$ cat src/rtl/sv_bus_mux_demux_fifo_if.sv
// Stream bundle between the mux output (sto_*) and demux input (sti_*) sides of
// the elastic FIFO, plus the fill-level status.
interface sv_bus_mux_demux_fifo_if #(
    parameter int DW    = 8,
    parameter int DEPTH = 16
);
    localparam int AW = $clog2(DEPTH);

    logic          sti_vld;
    logic [DW-1:0] sti_bus;
    logic          sti_rdy;
    logic          sto_vld;
    logic [DW-1:0] sto_bus;
    logic          sto_rdy;
    logic [AW:0]   cnt;

    // Environment side: produces sti beats, consumes sto beats.
    modport master (
        output sti_vld,
        output sti_bus,
        input  sti_rdy,
        input  sto_vld,
        input  sto_bus,
        output sto_rdy,
        input  cnt
    );

    // FIFO side.
    modport slave (
        input  sti_vld,
        input  sti_bus,
        output sti_rdy,
        output sto_vld,
        output sto_bus,
        input  sto_rdy,
        output cnt
    );
endinterface

$ cat src/rtl/sv_bus_mux_demux_fifo.sv
// First-word-fall-through elastic byte FIFO with registered valid/ready/count
// and a synchronous flush that overrides any beat accepted in the same cycle.
module sv_bus_mux_demux_fifo #(
    parameter int DW    = 8,
    parameter int DEPTH = 16
) (
    input  logic                         clk,
    input  logic                         rst,
    input  logic                         clr,
    sv_bus_mux_demux_fifo_if.slave       bus
);
    localparam int AW = $clog2(DEPTH);
    localparam logic [AW-1:0] PTR_ONE   = AW'(1);
    localparam logic [AW-1:0] PTR_ZERO  = AW'(0);
    localparam logic [AW:0]   CNT_ONE   = (AW+1)'(1);
    localparam logic [AW:0]   CNT_ZERO  = (AW+1)'(0);
    localparam logic [AW:0]   CNT_FULL  = (AW+1)'(DEPTH);

    logic [DW-1:0] mem_r [DEPTH];
    logic [AW-1:0] wr_ptr_r;
    logic [AW-1:0] rd_ptr_r;
    logic [AW:0]   cnt_r;
    logic          sto_vld_r;
    logic          sti_rdy_r;

    logic          push_s;
    logic          pop_s;
    logic [AW:0]   cnt_next_s;

    // Handshake qualification and next fill level; only registered flags feed
    // the qualifiers, so no input reaches an output combinationally.
    always_comb begin
        push_s     = bus.sti_vld & sti_rdy_r;
        pop_s      = sto_vld_r & bus.sto_rdy;
        cnt_next_s = cnt_r;
        case ({push_s, pop_s})
            2'b10:   cnt_next_s = cnt_r + CNT_ONE;
            2'b01:   cnt_next_s = cnt_r - CNT_ONE;
            default: cnt_next_s = cnt_r;
        endcase
    end

    // Pointer, count and flag registers; flush wins over push and pop.
    always_ff @(posedge clk or negedge rst) begin
        if (!rst) begin
            wr_ptr_r  <= PTR_ZERO;
            rd_ptr_r  <= PTR_ZERO;
            cnt_r     <= CNT_ZERO;
            sto_vld_r <= 1'b0;
            sti_rdy_r <= 1'b0;
        end else if (clr) begin
            wr_ptr_r  <= PTR_ZERO;
            rd_ptr_r  <= PTR_ZERO;
            cnt_r     <= CNT_ZERO;
            sto_vld_r <= 1'b0;
            sti_rdy_r <= 1'b1;
        end else begin
            if (push_s) begin
                wr_ptr_r <= wr_ptr_r + PTR_ONE;
            end else begin
                wr_ptr_r <= wr_ptr_r;
            end
            if (pop_s) begin
                rd_ptr_r <= rd_ptr_r + PTR_ONE;
            end else begin
                rd_ptr_r <= rd_ptr_r;
            end
            cnt_r     <= cnt_next_s;
            sto_vld_r <= (cnt_next_s != CNT_ZERO);
            sti_rdy_r <= (cnt_next_s != CNT_FULL);
        end
    end

    // Storage array is left unreset so it can map onto RAM; contents are
    // only observable once the count says they are valid.
    always_ff @(posedge clk) begin
        if (push_s && !clr) begin
            mem_r[wr_ptr_r] <= bus.sti_bus;
        end else begin
            mem_r[wr_ptr_r] <= mem_r[wr_ptr_r];
        end
    end

    assign bus.sti_rdy = sti_rdy_r;
    assign bus.sto_vld = sto_vld_r;
    assign bus.sto_bus = mem_r[rd_ptr_r];
    assign bus.cnt     = cnt_r;

endmodule

$ cat src/flat_wrapper.sv
// flat-port wrapper written by rule: the top's interface ports become plain ports
module sv_bus_mux_demux_fifo_flat 
#(
    parameter int DW    = 8,
    parameter int DEPTH = 16
)
  (clk, rst, clr, bus_sti_vld, bus_sti_bus, bus_sti_rdy, bus_sto_vld, bus_sto_bus, bus_sto_rdy, bus_cnt);
  sv_bus_mux_demux_fifo_if #(.DW(DW), .DEPTH(DEPTH)) bus_i ();
  input  logic clk;
  input  logic rst;
  input  logic clr;
  input wire logic [$bits(bus_i.sti_vld)-1:0] bus_sti_vld;
  input wire logic [$bits(bus_i.sti_bus)-1:0] bus_sti_bus;
  output wire logic [$bits(bus_i.sti_rdy)-1:0] bus_sti_rdy;
  output wire logic [$bits(bus_i.sto_vld)-1:0] bus_sto_vld;
  output wire logic [$bits(bus_i.sto_bus)-1:0] bus_sto_bus;
  input wire logic [$bits(bus_i.sto_rdy)-1:0] bus_sto_rdy;
  output wire logic [$bits(bus_i.cnt)-1:0] bus_cnt;
  assign bus_i.sti_vld = bus_sti_vld;
  assign bus_i.sti_bus = bus_sti_bus;
  assign bus_sti_rdy = bus_i.sti_rdy;
  assign bus_sto_vld = bus_i.sto_vld;
  assign bus_sto_bus = bus_i.sto_bus;
  assign bus_i.sto_rdy = bus_sto_rdy;
  assign bus_cnt = bus_i.cnt;
  sv_bus_mux_demux_fifo #(.DW(DW), .DEPTH(DEPTH)) u_core (.clk(clk), .rst(rst), .clr(clr), .bus(bus_i));
endmodule
$ cat config.mk
export PLATFORM = sky130hd
export DESIGN_NAME = sv_bus_mux_demux_fifo_flat
export DESIGN_NICKNAME = d
export VERILOG_FILES = /design/src/rtl/sv_bus_mux_demux_fifo_if.sv /design/src/rtl/sv_bus_mux_demux_fifo.sv /design/src/flat_wrapper.sv
export SDC_FILE = /design/constraint.sdc
export NUM_CORES = 1
export LEC_CHECK = 0
export ABC_AREA = 1
export BUFFER_PORTS_ARGS = -buffer_cell sky130_fd_sc_hd__buf_2
export CORE_MARGIN = 2
export CORE_UTILIZATION = 61
export DETAILED_ROUTE_END_ITERATION = 10
export GPL_TIMING_DRIVEN = 0
export HOLD_SLACK_MARGIN = 0.02
export PLACE_DENSITY = 0.79
export RECOVER_POWER = 25
export SETUP_SLACK_MARGIN = 0.2
export SYNTH_ARGS = -nofsm -noshare
export SYNTH_HDL_FRONTEND = slang
export SYNTH_SLANG_ARGS = --single-unit
$ cat constraint.sdc
create_clock -name clk -period 2.68 [get_ports clk]
set_clock_uncertainty 0.2 [all_clocks]
set_input_delay 0 -clock clk [delete_from_list [all_inputs] [get_ports clk]]
set_output_delay 0 -clock clk [all_outputs]
set_load 0.02 [all_outputs]
==> impl_metrics.py <==
metrics = {
    "critical_path": {
        "worstRegToRegCells": 4,
        "critical_path_required_ps": 2480,
        "timing.critical_path.cells": "clkbuf_1 -> clkbuf_2 -> o221ai_1 -> nand3_1 -> nand2_1 -> buf_2",
        "critPathLaunch": "u_core.rd_ptr_r[2]",
        "criticalPathCategory": "reg -> out",
        "reg2reg_from": "u_core.wr_ptr_r[0]",
        "worst_r2r_endpoint": "u_core.mem_r[6][1]",
        "crit_start_category": "flop",
        "reg2reg_setup_slack_ps": 290,
        "end_kind": "output pin",
        "critical_path.max_fanout": 10,
        "crit_slowest_cell": "clkbuf_2",
        "slowest_delay_ps": 390,
        "cp.arrival_ps": 2220,
    },
    "hold_path": {
        "hold_path_startpoint": "clr",
        "holdPathEnd": "u_core.bus.cnt[4]",
        "worstHoldPathType": "in -> reg",
        "worstHoldPathCells": 3,
    },
    "final_layout": {
        "area.growth.synth_to_final_pct": 17.95,
        "drive_above_1_share": 0.1751,
        "multi_input_area_mm2": 0.001569,
        "num-nets-final": 561,
        "postLayoutCoreUtil": 0.7294,
        "nFillCells": 675,
        "antenna-diode-count": 0,
        "seq_area_mm2": 0.004222,
    },
    "floorplanning": {
        "floorplan_core_area_mm2": 0.009639,
        "io_pins": 28,
        "initial_core_util": 0.6184,
        "design.die.area_mm2": 0.01058,
        "die_h_um": 102.9,
        "die_w_um": 102.9,
        "std_cell_rows": 36,
    },
    "routing": {
        "routed_wirelength_um": 14590,
        "route.vias.total": 4277,
        "drt_iter0_drc": 487,
        "drcViolationCount": 0,
        "drt_pass1_iterations": 5,
        "final_antenna_net_count": 0,
        "routed_via_density": 6.226,
        "post_drt_wl_per_cell_um": 21.24,
    },
    "logic_synthesis": {
        "synth_sequential_area_ratio": 0.7078,
        "post_synth_num_cell_types": 32,
        "post_synth_top_area_share": 0.6448,
        "synth_fp_nets": 503,
        "async_reset_ff_frac": 0.1049,
        "synthTopCellsByCount": "128 x edfxtp_1, 82 x nor2_1, 70 x o21ai_0",
        "synth_cells": 483,
        "yosys.cell_count.top_type": "edfxtp_1",
        "synthFlopType": "edfxtp_1",
        "yosys_register_bits": 143,
        "post_synth_instance_area_mm2": 0.005961,
        "synth_area_leaders": "edfxtp_1 64%, dfrtp_1 6.3%, o21ai_0 5.9%",
        "yosys_warnings": 0,
        "synth_enable_flop_cells": 128,
        "postSynthAreaPerCell_um2": 12.34,
        "synth_area_leader_cell": "edfxtp_1",
    },
    "global_route": {
        "antenna_found_initial": 0,
        "gr-total-overflow": 0,
        "first_global_vias": 4034,
        "grtUsageTotal": 0.2930,
        "largest_net_degree_at_the_start_of_global_routing": 17,
        "grt_first_pass_wirelength_um": 21790,
    },
    "timing": {
        "totalNegativeSetupSlack_ps": 0,
        "fin_crit_sh": 0.9021,
        "final-setup-viol-count": 0,
        "slew_violations": 0,
        "final_count_of_hold_timing_violations": 0,
        "postLayoutSetupSlackWorst_ps": 262.3,
        "timing.slew.headroom": 0.2286,
        "max_slew.worst_pin.slew_ps": 1148,
        "post-route-min-period_ps": 2418,
        "rsz_0062_raised_after_global_routing": "true",
        "timing.fmax_mhz": 413.6,
    },
    "clock_network": {
        "number_of_cts_inserted_buffers": 17,
        "worst_skew_pair.late_latency_ps": 520,
        "clk_pin_slew_ps": 60,
        "h_tree_levels": 4,
        "cts_tree": "built",
        "cts_root_buffer": "clkbuf_8",
        "tritoncts_num_sinks": 143,
        "cts.repair_timing.setup_buffer_count": 0,
        "cts-root-to-sink-buffers": 2,
    },
    "placement": {
        "pre_cts_ws_ps": 184.1,
        "routabilityCongestion": 0.8850,
        "portBuffers": 26,
        "dp.final_hpwl_um": 9273,
    },
    "power": {
        "max-vdd-ir-drop_mv": 0.5763,
        "p_per_area_mw_per_mm2": 826.3,
        "finalPower_uw": 5810,
        "leakagePower_uw": 0.002484,
    },
    "outcome": {
        "run_status": "finished, final reports clean",
    },
    "flow_run": {
        "cap_violations": 0,
    },
}
## critical path: cells and delay by family, from the launching register on
family,cells,cell delay [ps]
buf+inv,3,850
flops,1,330
simple gates,2,260
compound gates,1,260
## power breakdown
| group | total [uW] | switching [uW] | internal (uW) |
|---|---|---|---|
| clock | 2110 | 862 | 1240 |
| sequential | 2540 | 53.0 | 2490 |
| combinational | 1160 | 791 | 372 |
| total | 5810 | 1710 | 4100 |
## cells in the final DEF (no fill, tap or decap), types with 12 or more instances in the layout
cell type / n
buf_2: 23
o221ai_1: 23
inv_1: 21
dfrtp_1: 13
dlygate4sd3_1: 13
o21ai_0: 70
clkbuf_1: 12
nor2_1: 82
nand3_1: 19
nand2_1: 38
clkbuf_16: 17
edfxtp_1: 128
## layer usage
| metal | wire length (um) | vias up | global-route usage |
|---|---|---|---|
| met3 | 1501 | 45 | 0.07322 |
| met5 | 0 | - | 0 |
| met4 | 379 | 0 | 0.1204 |
| met1 | 5735 | 2064 | 0.3965 |
| li1 | - | 1888 | - |
| met2 | 6973 | 280 | 0.4615 |
## cell families after synthesis
family / share of synthesized area
fa+ha+maj: 0.01469
flops: 0.7078
buf+inv: 0.03610
xor+xnor: 0.001470
compound gates: 0.1232
simple gates: 0.1167
## layout make-up
| type | count | share of cell area |
|---|---|---|
| repair buffers | 39 | 0.03595 |
| clock inverters | 8 | 0.007475 |
| inverters | 25 | 0.01406 |
| plain buffers | 27 | 0.02670 |
| well taps | 133 | 0.02367 |
| flip-flops and latches | 143 | 0.6005 |
| multi-input cells | 288 | 0.2232 |
| clock buffers | 24 | 0.06852 |
## worst max-delay path by stage
stage,cells after the start,to
2_1_floorplan,15,u_core.bus.sti_rdy
3_3_place_gp,4,u_core.mem_r[7][6]
3_5_place_dp,4,u_core.mem_r[7][6]
4_1_cts,7,bus_sto_bus[2]
5_1_grt,4,u_core.mem_r[6][0]
6_report,6,bus_sto_bus[5]
## per-stage QoR
step                hold WS [ps]  std cells  cell area (um2)
finish                     99.81        687             7030
global route               137.9        687             7030
CTS                        84.32        687             6993
detailed placement        -271.9        642             6257
global placement          -285.0        642             6257
floorplan                 -495.6        483             5961
## flip-flops by register name, summed over array words and instances, names as in the netlist
register and flops:
u_core.bus.cnt 5, u_core.rd_ptr_r 4, u_core.bus.sti_rdy 1, u_core.mem_r 128
u_core.bus.sto_vld 1, u_core.wr_ptr_r 4
## timing repair
action	4_1_cts	5_1_grt
gates resized for setup	28	22
hold buffers	13	0
setup endpoints to repair	32	48
pin swaps	2	3
hold endpoints to repair	174	0
Note: power is estimated with default switching activity, not from simulation.
